<file path="config.mk">
export PLATFORM = sky130hd
export DESIGN_NAME = fetch_unit
export DESIGN_NICKNAME = d
export VERILOG_FILES = /design/src/rtl/cpu_pkg.sv /design/src/rtl/pc_counter.sv /design/src/rtl/fetch_unit.sv
export SDC_FILE = /design/constraint.sdc
export NUM_CORES = 1
export LEC_CHECK = 0
export ABC_AREA = 1
export BUFFER_PORTS_ARGS = -buffer_cell sky130_fd_sc_hd__buf_2
export CAP_MARGIN = 20
export CORE_MARGIN = 3
export CORE_UTILIZATION = 46
export DETAILED_ROUTE_END_ITERATION = 7
export PLACE_DENSITY = 0.76
export SLEW_MARGIN = 20
export SYNTH_ARGS = -nofsm -noshare
export SYNTH_HDL_FRONTEND = slang
export SYNTH_SLANG_ARGS = --single-unit
</file>
<file path="constraint.sdc">
create_clock -name clk -period 1.35 [get_ports clk]
set_clock_uncertainty 0.1 [all_clocks]
set_input_delay 0.27 -clock clk [delete_from_list [all_inputs] [get_ports clk]]
set_output_delay 0.27 -clock clk [all_outputs]
set_load 0.005 [all_outputs]
</file>
<file path="src/rtl/cpu_pkg.sv">
// cpu_pkg: shared types and sizing constants for the 8-bit core.
//   fetch_state_t : fetch FSM states (IDLE, RUN, HALTED)
//   WORD_SIZE     : instruction width in bits
//   INDEX_SIZE    : program counter width
//   NUM_INS       : instruction memory depth (2**INDEX_SIZE)
package cpu_pkg;

  localparam int WORD_SIZE  = 8;
  localparam int INDEX_SIZE = 4;
  localparam int NUM_INS    = 16;

  typedef enum logic [1:0] {
    IDLE   = 2'd0,
    RUN    = 2'd1,
    HALTED = 2'd2
  } fetch_state_t;

endpackage

</file>
<file path="src/rtl/pc_counter.sv">
// pc_counter: program counter register for the fetch stage.
//   clk, rst : clock and synchronous active-high reset
//   load     : replace the PC with target (branch redirect)
//   enable   : advance the PC by one, modulo num_ins
//   target   : redirect address
//   pc       : current PC
//   pc_wrap  : registered one-cycle pulse when an advance wraps num_ins-1 -> 0
module pc_counter #(
  parameter int index_size = cpu_pkg::INDEX_SIZE,
  parameter int num_ins    = cpu_pkg::NUM_INS
) (
  input  logic                  clk,
  input  logic                  rst,
  input  logic                  load,
  input  logic                  enable,
  input  logic [index_size-1:0] target,
  output logic [index_size-1:0] pc,
  output logic                  pc_wrap
);

  localparam logic [index_size-1:0] LAST_PC = index_size'(num_ins - 1);

  // Load outranks enable; a load to 0 is not a wrap.
  always_ff @(posedge clk) begin
    if (rst) begin
      pc      <= '0;
      pc_wrap <= 1'b0;
    end else if (load) begin
      pc      <= target;
      pc_wrap <= 1'b0;
    end else if (enable) begin
      pc      <= pc + index_size'(1);
      pc_wrap <= (pc == LAST_PC);
    end else begin
      pc_wrap <= 1'b0;
    end
  end

endmodule

</file>
<file path="src/rtl/fetch_unit.sv">
// fetch_unit: instruction fetch stage with IF/ID register.
//   clk, rst      : clock and synchronous active-high reset
//   prog_count    : address to instruction memory (copy of the PC register)
//   ins_val       : instruction returned combinationally for prog_count
//   stall         : hold PC and IF/ID register
//   branch_taken  : redirect to branch_target and flush the IF/ID register
//   branch_target : redirect address
//   halt          : stop fetching until reset
//   if_ins        : registered instruction for the decoder
//   if_pc         : PC of if_ins
//   if_valid      : if_ins holds a real instruction (0 = bubble)
//   pc_wrap       : one-cycle pulse when a sequential fetch wraps the PC
module fetch_unit
  import cpu_pkg::*;
#(
  parameter int word_size  = WORD_SIZE,
  parameter int index_size = INDEX_SIZE,
  parameter int num_ins    = NUM_INS
) (
  input  logic                  clk,
  input  logic                  rst,
  output logic [index_size-1:0] prog_count,
  input  logic [word_size-1:0]  ins_val,
  input  logic                  stall,
  input  logic                  branch_taken,
  input  logic [index_size-1:0] branch_target,
  input  logic                  halt,
  output logic [word_size-1:0]  if_ins,
  output logic [index_size-1:0] if_pc,
  output logic                  if_valid,
  output logic                  pc_wrap
);

  fetch_state_t          state;
  logic [index_size-1:0] pc_p0;
  logic [word_size-1:0]  ins_p1;
  logic [index_size-1:0] pc_p1;
  logic                  vld_p1;
  logic                  pc_load;
  logic                  pc_adv;

  // Halt outranks branch, branch outranks stall; only RUN touches the PC.
  assign pc_load = (state == RUN) && !halt && branch_taken;
  assign pc_adv  = (state == RUN) && !halt && !branch_taken && !stall;

  pc_counter #(
    .index_size (index_size),
    .num_ins    (num_ins)
  ) u_pc (
    .clk     (clk),
    .rst     (rst),
    .load    (pc_load),
    .enable  (pc_adv),
    .target  (branch_target),
    .pc      (pc_p0),
    .pc_wrap (pc_wrap)
  );

  assign prog_count = pc_p0;

  // ---- IF/ID boundary: p0 (PC + memory data) -> p1 (decoder view) ----
  always_ff @(posedge clk) begin
    if (rst) begin
      state  <= IDLE;
      ins_p1 <= '0;
      pc_p1  <= '0;
      vld_p1 <= 1'b0;
    end else begin
      case (state)
        IDLE: begin
          vld_p1 <= 1'b0;
          state  <= halt ? HALTED : RUN;
        end
        RUN: begin
          if (halt) begin
            state  <= HALTED;
            vld_p1 <= 1'b0;
          end else if (branch_taken) begin
            // Flush: the word fetched this cycle is on the wrong path.
            vld_p1 <= 1'b0;
          end else if (!stall) begin
            ins_p1 <= ins_val;
            pc_p1  <= pc_p0;
            vld_p1 <= 1'b1;
          end
        end
        HALTED: begin
          vld_p1 <= 1'b0;
        end
        default: begin
          state  <= IDLE;
          vld_p1 <= 1'b0;
        end
      endcase
    end
  end

  assign if_ins   = ins_p1;
  assign if_pc    = pc_p1;
  assign if_valid = vld_p1;

endmodule

</file>
==> run metrics <==
I/O pins 35; Gate power share 10.3%; predominant post-synthesis flop cell dfxtp_1; Yosys warning count 0; Buf/Inv on CP 1; antenna violations before repair 0; cell with the most instances after synthesis dfxtp_1; global-route wire length before repair between 3000 and 4000 um; Synth Instances 103; synth top area cells dfxtp_1 45%, a21oi_1 7.4%, inv_1 6.8%, nand2_1 4.3%, nor2_4 3.8%; RSZ-0062 raised after global routing true; Synth cell types 25; Crit. path cell count 1; WHS Endpoint if_ins[2]$_SDFFE_PP0P_; Synth Cell Area approximately 880 um2; peak supply drop around 570 uV; First-pass DRT Iterations 4; critical path type flop to primary output; # fillers roughly 180; CP Launch Type flop; core area 1764 um2; reg2reg path depth 4; GRT met1 Usage 18.69%; final hold violations 0; largest net degree at the start of global routing 26; DRC Markers 0; final hold slack approximately 0.14 ns; Slew Limit Fails 0; layout cells sized above 1 roughly 40%; Std-Cell Rows 15; Sequential Power Share 57.7%; Net Sw Power 0.2437 mW; H-tree depth 1; Die X 49.79 um; CP endpoint kind primary output; vias in the first global route 756; Post-Syn Nets roughly 120; grt ovf 0; slack of the worst reg-to-reg path about 0.080 ns; Ant. Diodes 0; CP Max Fanout 7; root buffer cell clkbuf_4; DR vias 845; max incr delay on CP 0.47 ns; post-route setup TNS 0 ns; WL/cell 11.70 um; RePlAce Congestion just over 0.8; FF-to-FF End if_pc[3]$_SDFFE_PP0P_; met3 Use GR a little under 4%; post-detail-place hpwl about 1500 um; Lkg Pwr about 0.54 nW; Die Height between 40 and 50 um; Yosys top cell area share 45.39%; Initial Utilization between 50% and 60%; Synth-to-Final Area Change 31.35%; Internal Pwr Total just over 0.8 mW; Slew @ Worst Pin 0.3503 ns; max_cap viols 0; CTS tree built; Worst EP arrival ~0.93 ns; met2 Use GR between 20 and 30%; fmax between 700 and 800 MHz; Routed Antenna Nets 0; Hold Path Stages 3; delay-heaviest family, CP flip-flops; Sw Share 23.01%; power per cell area around 910 nW/um2; register area share after synthesis a little under half; synthesized area per cell about 8.6 um2; Critical Path, Cell by Cell buf_2; Setup-failing EPs final 0; GRT Max-Usage Layer met2; area of the die ~2500 um2; post-CTS setup buffer count 0; slew margin rel. about 77%; clk_lat worst skew between 0.2 and 0.3 ns; drt initial violations 8; slowest CP cell dfxtp_1; Sink Count 20; Vias/cell 4.942; Post-Route WL 2001 um; cell accounting for the most synthesized area dfxtp_1; Reg clk slew, reported paths between 0.1 and 0.15 ns; fin crit share between 90% and 100%; nets between 150 and 200; flop and latch count out of synthesis 20; total global-route track usage 15.83%; Data required, critical path between 0.9 and 1 ns; clock share of power 31.9%; CTS max path bufs 2; asr flop ratio synth 0%; Hold Startpoint ins_val[2]; port buffer count 34; status finished clean; Post-synth EDFFs 0; cts bufs inserted 3; Worst R2R Start state[1]$_SDFFE_PP0P_; Min-Delay Path Class input pin to flop; top cells by instance count after synthesis 20 x dfxtp_1, 16 x inv_1, 13 x a21oi_1, 10 x nand2_1; min Tclk post-route approximately 1.3 ns
[layer usage]
| metal | part of all wire [%] | wire length (um) | vias to the layer above |
|---|---|---|---|
| met1 | 43 | 865 | 384 |
| met3 | 8.0 | 161 | 0 |
| li1 | - | - | 431 |
| met5 | 0 | 0 | - |
| met4 | 0 | 0 | 0 |
| met2 | 49 | 974 | 30 |
[worst max path at each step]
stage | startpoint | endpoint | slack (ns)
6_report | u_pc.pc[2]$_SDFFE_PP0P_ | prog_count[2] | 0.05
5_1_grt | state[0]$_SDFFE_PP0P_ | if_pc[0]$_SDFFE_PP0P_ | -0.03
4_1_cts | state[0]$_SDFFE_PP0P_ | u_pc.pc[2]$_SDFFE_PP0P_ | 0.01
3_5_place_dp | halt | u_pc.pc[2]$_SDFFE_PP0P_ | 0.01
3_3_place_gp | halt | u_pc.pc[2]$_SDFFE_PP0P_ | 0.05
2_1_floorplan | u_pc.pc[1]$_SDFFE_PP0P_ | u_pc.pc[2]$_SDFFE_PP0P_ | 0.18
[registers in the layout (all words and copies together) (netlist names)]
signal,cells
state,2
if_ins,8
if_pc,4
u_pc.pc_wrap,1
u_pc.pc,4
if_valid,1
[cells in the final DEF (no fill, tap or decap), drive strengths merged]
| cell | synthesis | final |
|---|---|---|
| buf | 4 | 42 |
| dfxtp | 20 | 20 |
| inv | 16 | 16 |
| a21oi | 15 | 15 |
| nand2 | 12 | 12 |
| o21ai | 12 | 12 |
| nand3 | 9 | 10 |
| nor2 | 4 | 4 |
| clkbuf | 0 | 4 |
| nand4 | 3 | 3 |
| nor3 | 2 | 2 |
| xor2 | 1 | 1 |
| and3 | 1 | 1 |
| a211oi | 1 | 1 |
| o2111a | 1 | 1 |
| nand3b | 1 | 1 |
| ha | 1 | 1 |
[cell type report]
type	count	area, um2	area share [%]
flip-flops and latches	20	400.4	34.56
repair buffers	42	230.2	19.87
multi-input cells	64	400.4	34.56
well taps	25	31.28	2.700
clock buffers	4	36.28	3.132
inverters	16	60.06	5.184
[power by group through the flow]
stage	logic, mW	registers, mW	clock network, mW
finish	0.109	0.611	0.338
global route	0.121	0.613	0.370
CTS	0.107	0.611	0.341
detailed placement	0.106	0.625	0
global placement	0.102	0.624	0
floorplan	0.0525	0.625	0
[worst min-delay path: cells and delay by family]
kind / cells / cell delay (ns)
buffers and inverters: 1 / 0.08
AO/OA/AOI/OAI: 2 / 0.16
[logic make-up (layout without fill, tap and decap cells)]
kind of cell,count (synthesis),after routing,synth area share (%)
simple gates,32,33,22.98
compound gates,29,29,18.30
flops,20,20,45.39
buf+inv,20,62,10.92
fa+ha+maj,1,1,1.418
xor+xnor,1,1,0.9931
[stage by stage]
stage          setup slack, ns  instance area (um2)  utilization [%]  std cells  power, mW
2_1_floorplan           0.1830                882.1                -        103     0.6780
3_3_place_gp           0.04574                 1107            62.77        166     0.7267
3_5_place_dp           0.01041                 1107            62.77        166     0.7309
4_1_cts                0.01105                 1144            64.82        170      1.059
5_1_grt               -0.03018                 1159            65.67        171      1.105
6_report               0.05143                 1159            65.67        171      1.059
[timing repair]
action,4_1_cts,5_1_grt
setup endpoints to repair,0,14
gates resized for setup,0,1
endpoints found under the hold margin,0,0
hold buffers,0,0
Note: power is estimated with default switching activity, not from simulation.
